### src/rtl/multiport_array.sv
// Register array: one write port, read_ports async read ports, write-index preview, self-clearing sweep.
// Optional same-cycle write-to-read forwarding enabled by defining MULTIPORT_ARRAY_BYPASS_EN.
`timescale 1ns/1ps
module multiport_array #(
  parameter int unsigned width      = 16,
  parameter int unsigned height     = 32,
  parameter int unsigned read_ports = 2,
  localparam int unsigned IW        = $clog2(height)
) (
  input  logic                         clk,
  input  logic                         reset_n,
  input  logic                         write,
  input  logic [IW-1:0]                index_in,
  input  logic [width-1:0]             datain,
  input  logic [read_ports*IW-1:0]     index_out,
  input  logic                         flush,
  output logic [read_ports*width-1:0]  dataout,
  output logic [width-1:0]             preview,
  output logic                         busy
);

  typedef enum logic {
    S_IDLE,
    S_CLEAR
  } state_t;

  state_t            r_state;
  state_t            w_state_nxt;
  logic [IW-1:0]     r_clr_ptr;
  logic [IW-1:0]     w_clr_ptr_nxt;
  logic [width-1:0]  r_mem [height];

  logic              w_mem_we;
  logic [IW-1:0]     w_mem_idx;
  logic [width-1:0]  w_mem_data;
  logic              w_wr_accept;

  always_ff @(posedge clk) begin
    if (!reset_n) begin
      r_state   <= S_CLEAR;
      r_clr_ptr <= '0;
    end else begin
      r_state   <= w_state_nxt;
      r_clr_ptr <= w_clr_ptr_nxt;
    end
  end

  always_comb begin
    w_state_nxt   = r_state;
    w_clr_ptr_nxt = r_clr_ptr;
    w_mem_we      = 1'b0;
    w_mem_idx     = index_in;
    w_mem_data    = datain;
    case (r_state)
      S_CLEAR: begin
        w_mem_we   = 1'b1;
        w_mem_idx  = r_clr_ptr;
        w_mem_data = '0;
        if (r_clr_ptr == IW'(height - 1)) begin
          w_state_nxt   = S_IDLE;
          w_clr_ptr_nxt = '0;
        end else begin
          w_clr_ptr_nxt = r_clr_ptr + 1'b1;
        end
      end
      default: begin
        if (flush) begin
          w_state_nxt   = S_CLEAR;
          w_clr_ptr_nxt = '0;
        end else if (write) begin
          w_mem_we = 1'b1;
        end
      end
    endcase
  end

  // Storage has no reset; the sweep is what brings it to a known state.
  always_ff @(posedge clk) begin
    if (reset_n && w_mem_we) begin
      r_mem[w_mem_idx] <= w_mem_data;
    end
  end

  assign busy        = (r_state == S_CLEAR);
  assign w_wr_accept = reset_n && (r_state == S_IDLE) && write && !flush;

  always_comb begin
    dataout = '0;
    for (int unsigned p = 0; p < read_ports; p++) begin
      if (!busy) begin
`ifdef MULTIPORT_ARRAY_BYPASS_EN
        if (w_wr_accept && (index_out[p*IW +: IW] == index_in)) begin
          dataout[p*width +: width] = datain;
        end else begin
          dataout[p*width +: width] = r_mem[index_out[p*IW +: IW]];
        end
`else
        dataout[p*width +: width] = r_mem[index_out[p*IW +: IW]];
`endif
      end
    end
  end

  assign preview = busy ? '0 : r_mem[index_in];

`ifndef MULTIPORT_ARRAY_BYPASS_EN
  logic w_unused;
  assign w_unused = w_wr_accept;
`endif

endmodule

### config.mk
export PLATFORM = sky130hd
export DESIGN_NAME = multiport_array
export DESIGN_NICKNAME = d
export VERILOG_FILES = /design/src/rtl/multiport_array.sv
export SDC_FILE = /design/constraint.sdc
export NUM_CORES = 1
export LEC_CHECK = 0
export ABC_CLOCK_PERIOD_IN_PS = 4500
export CAP_MARGIN = 15
export CORE_MARGIN = 1.5
export CORE_UTILIZATION = 45
export CTS_CLUSTER_DIAMETER = 30
export DETAILED_ROUTE_END_ITERATION = 8
export PLACE_DENSITY = 0.62
export SLEW_MARGIN = 20
export SYNTH_ARGS = -nofsm -noshare
export SYNTH_HDL_FRONTEND = slang
export SYNTH_SLANG_ARGS = --single-unit
export TNS_END_PERCENT = 100
### constraint.sdc
create_clock -name clk -period 4.5 [get_ports clk]
set_clock_uncertainty 0.1 [all_clocks]
set_input_delay 0.9 -clock clk [delete_from_list [all_inputs] [get_ports clk]]
set_output_delay 0.9 -clock clk [all_outputs]
set_load 0.05 [all_outputs]
==> run summary <==
Pin count of the biggest net entering global routing: 89
Rel. slew slack: 47.5%
Number of cells on the worst reg-to-reg path: 4
Via density: 6.96
DRT Pass-1 Iters: 5
Pint: 11.3 mW
Layout area overhead: 21.3%
CTS max path bufs: 3
Detailed Place HPWL: 59300 um
RR Endpoint: r_mem[8][12]
Vias in the first global route: 18500
Critical Path RT: 3.50 ns
Antenna Nets Post-Route: 0
Grt ovf: 0
Diodes inserted: 0
Synth Register Bits: 518
Sink Count: 518
Clock power share: 56.7%
Outcome: finished clean
Setup Buffers After CTS: 0
Final Max Slew Viols: 0
Total Wirelength: 93700 um
Post-synth EDFFs: 512
Core Region: 62100 um2
Share of cells above drive strength 1: 44.5%
Worst-path clk slew: 0.05 ns
Pwr/cell area: 426 nW/um2
Asr flop ratio synth: 0%
Final setup fails: 0
Die Wd: 254 um
Pleak: 11.6 nW
Main flop type after synthesis: edfxtp_1
CTS Root Cell: clkbuf_16
Setup TNS: 0 ns
Worst-Skew Late Latency: 0.65 ns
RSZ-0062 raised after global routing: no
Post-Syn Area: 28400 um2
Tmin final: 4.11 ns
CTS Buf Count: 111
Fillcell total: 4710
Synth Instances: 1543
Combinational Power Share: 7.2%
I/O pin count: 84
CTS tree: yes
Avg Inst Size Synth: 18.4 um2
HP Start: r_clr_ptr[1]
Initial antenna violation count: 0
Post-CTS Resized: 0
F_max: 244 MHz
Worst slew pin tran: 0.786 ns
WP buf/inv: 3
Global Route met3 Usage: 7.44%
Startpoint types: input port
Hold Path Class: register to register
P_sw: 3.37 mW
Setup slack, reg-to-reg: 1.87 ns
Tot Pwr: 14.7 mW
First DRT Iteration DRCs: 2420
PortBufs: 83
# nets final: 1746
Count of final hold-check violations: 0
Crit. End Element: output port
Post-CTS Hold Fix Bufs: 0
Gr busiest metal: met2
Max incr delay on CP: 0.53 ns
CP Max Fanout: 35
First-pass GRT wire length: 133000 um
Period utilization: 91.3%
GRT Overall Usage: 29.5%
Delay-heaviest family, CP: buffers and inverters
H-tree Lvls: 3
Cell Chain, Critical Path: buf_8, buf_12, mux4_2, mux2_2, o22ai_1, nor2_1, buf_4
Die height: 254 um
Crit path kind: input port to output port
DR vias: 18400
Gp weighted congestion: 0.944
Arrival @ worst endpoint: 3.11 ns
Hold path cells: 2
Seq/Total Area, Yosys: 54.6%
WHS Endpoint: r_clr_ptr[3]
Post-Syn Nets: 1580
Post-route DRC: 0
Crit path max-delay cell type: mux4_2
Initial Util: 45.7%
Routed WL per cell: 35.4 um
RR Startpoint: busy
IR drop worst, VDD: 332 uV
Sequential fraction of design power: 36.1%
Die area: 64500 um2
GR Util met1: 38.7%
Distinct cells, synth: 40
Synthesis Warnings: 0
Max cap viols: 0
Sw frac: 23.0%
Met2 Usage GRT: 45.1%
Row cnt: 91
-- worst max-delay path by stage --
| stage | endpoint | depth (start not counted) | slack (ns) | start |
|---|---|---|---|---|
| global placement | preview[5] | 7 | 0.43 | index_in[0] |
| floorplan | dataout[20] | 7 | 0.64 | index_out[5] |
| detailed placement | preview[5] | 7 | 0.44 | index_in[0] |
| global route | preview[5] | 7 | 0.32 | index_in[0] |
| CTS | preview[5] | 7 | 0.44 | index_in[0] |
| finish | preview[5] | 7 | 0.39 | index_in[0] |
-- cells by family after synthesis --
group | after synthesis | synth area share [%]
mux | 515 | 33.9
compound gates | 239 | 6.09
flops | 518 | 54.6
buf+inv | 153 | 3.21
simple gates | 116 | 2.06
fa+ha+maj | 2 | 0.0882
-- routing by layer --
layer | wire length [um] | up-vias
li1 | - | 7210
met1 | 35000 | 9630
met2 | 43300 | 1303
met3 | 9930 | 253
met4 | 5430 | 0
met5 | 0 | -
-- placed cells by master (no fill, tap or decap), types with 13 or more instances in the layout --
master           netlist  routed
clkbuf_1              50      15
o21ai_0               37      37
a221o_1               32      32
mux2i_1              130     130
nor2_2                 0      32
buf_12                 0      19
bufinv_16              0      16
a211o_1               16      16
clkbuf_16              0     112
a221oi_1              32      32
edfxtp_1             512     512
mux2_2                33      33
clkinvlp_4             0      18
a31oi_1               33      33
buf_4                 37     151
a22oi_1               32      32
o22ai_1               49      49
mux4_2               347     347
nor2_1                54      22
clkdlybuf4s50_1        0      24
nor2b_2                0      13
-- sequential cells by signal (all words and copies together), names as in the netlist --
register and count:
r_mem 512, r_clr_ptr 5, busy 1
-- metrics by stage --
step,instances,instance area [um2],setup WS (ns),hold WS [ns],util [%]
after CTS,2643,34400,0.439,0.465,55.4
after floorplan,1543,28400,0.643,0.406,-
final,2644,34400,0.394,0.463,55.5
after global placement,2432,30500,0.430,0.439,49.1
after detailed placement,2432,30500,0.436,0.457,49.1
after global routing,2644,34400,0.320,0.496,55.5
-- worst min-delay path, delay by kind of cell, from the launching register on --
kind / cells / cell delay (ns)
AO/OA/AOI/OAI: 1 / 0.07
flip-flops: 1 / 0.34
AND/OR/NAND/NOR: 1 / 0.10
-- power by group through the flow --
stage,Sequential (mW),Combinational [mW],Clock [mW]
3_3_place_gp,5.37,1.04,0
6_report,5.29,1.06,8.31
2_1_floorplan,5.37,0.730,0
5_1_grt,5.29,1.10,8.61
4_1_cts,5.29,1.05,8.38
3_5_place_dp,5.38,1.05,0
-- final cells by class --
class	count	area, um2	share of cell area [%]
Inverter	2	7.51	0.0218
Clock buffer	127	2860	8.31
Tap cell	837	1050	3.04
Clock inverter	84	1020	2.95
Multi-Input combinational cell	872	12100	35.2
Timing Repair Buffer	204	1860	5.41
Sequential cell	518	15500	45.0
-- cells in the mapped netlist, drive strengths merged, types with 2 or more instances --
cell type | number | share of area, %
edfxtp | 512 | 54
mux4 | 352 | 28
mux2i | 130 | 4.6
buf | 101 | 2.5
nor2 | 54 | 0.71
clkbuf | 50 | 0.66
o22ai | 49 | 1.1
o21ai | 39 | 0.69
a31oi | 33 | 0.73
mux2 | 33 | 1.3
a221o | 32 | 1.1
a221oi | 32 | 0.99
a22oi | 32 | 0.85
nor2b | 26 | 0.57
a211o | 16 | 0.49
nand2 | 12 | 0.16
dfxtp | 6 | 0.42
nand2b | 5 | 0.11
a21oi | 3 | 0.053
and2 | 3 | 0.066
nor3b | 3 | 0.079
or3b | 3 | 0.093
a21boi | 2 | 0.053
clkinv | 2 | 0.026
ha | 2 | 0.088
nand3 | 2 | 0.035
nand3b | 2 | 0.053
or2 | 2 | 0.044
No activity file was read; power rests on OpenSTA's default activity.
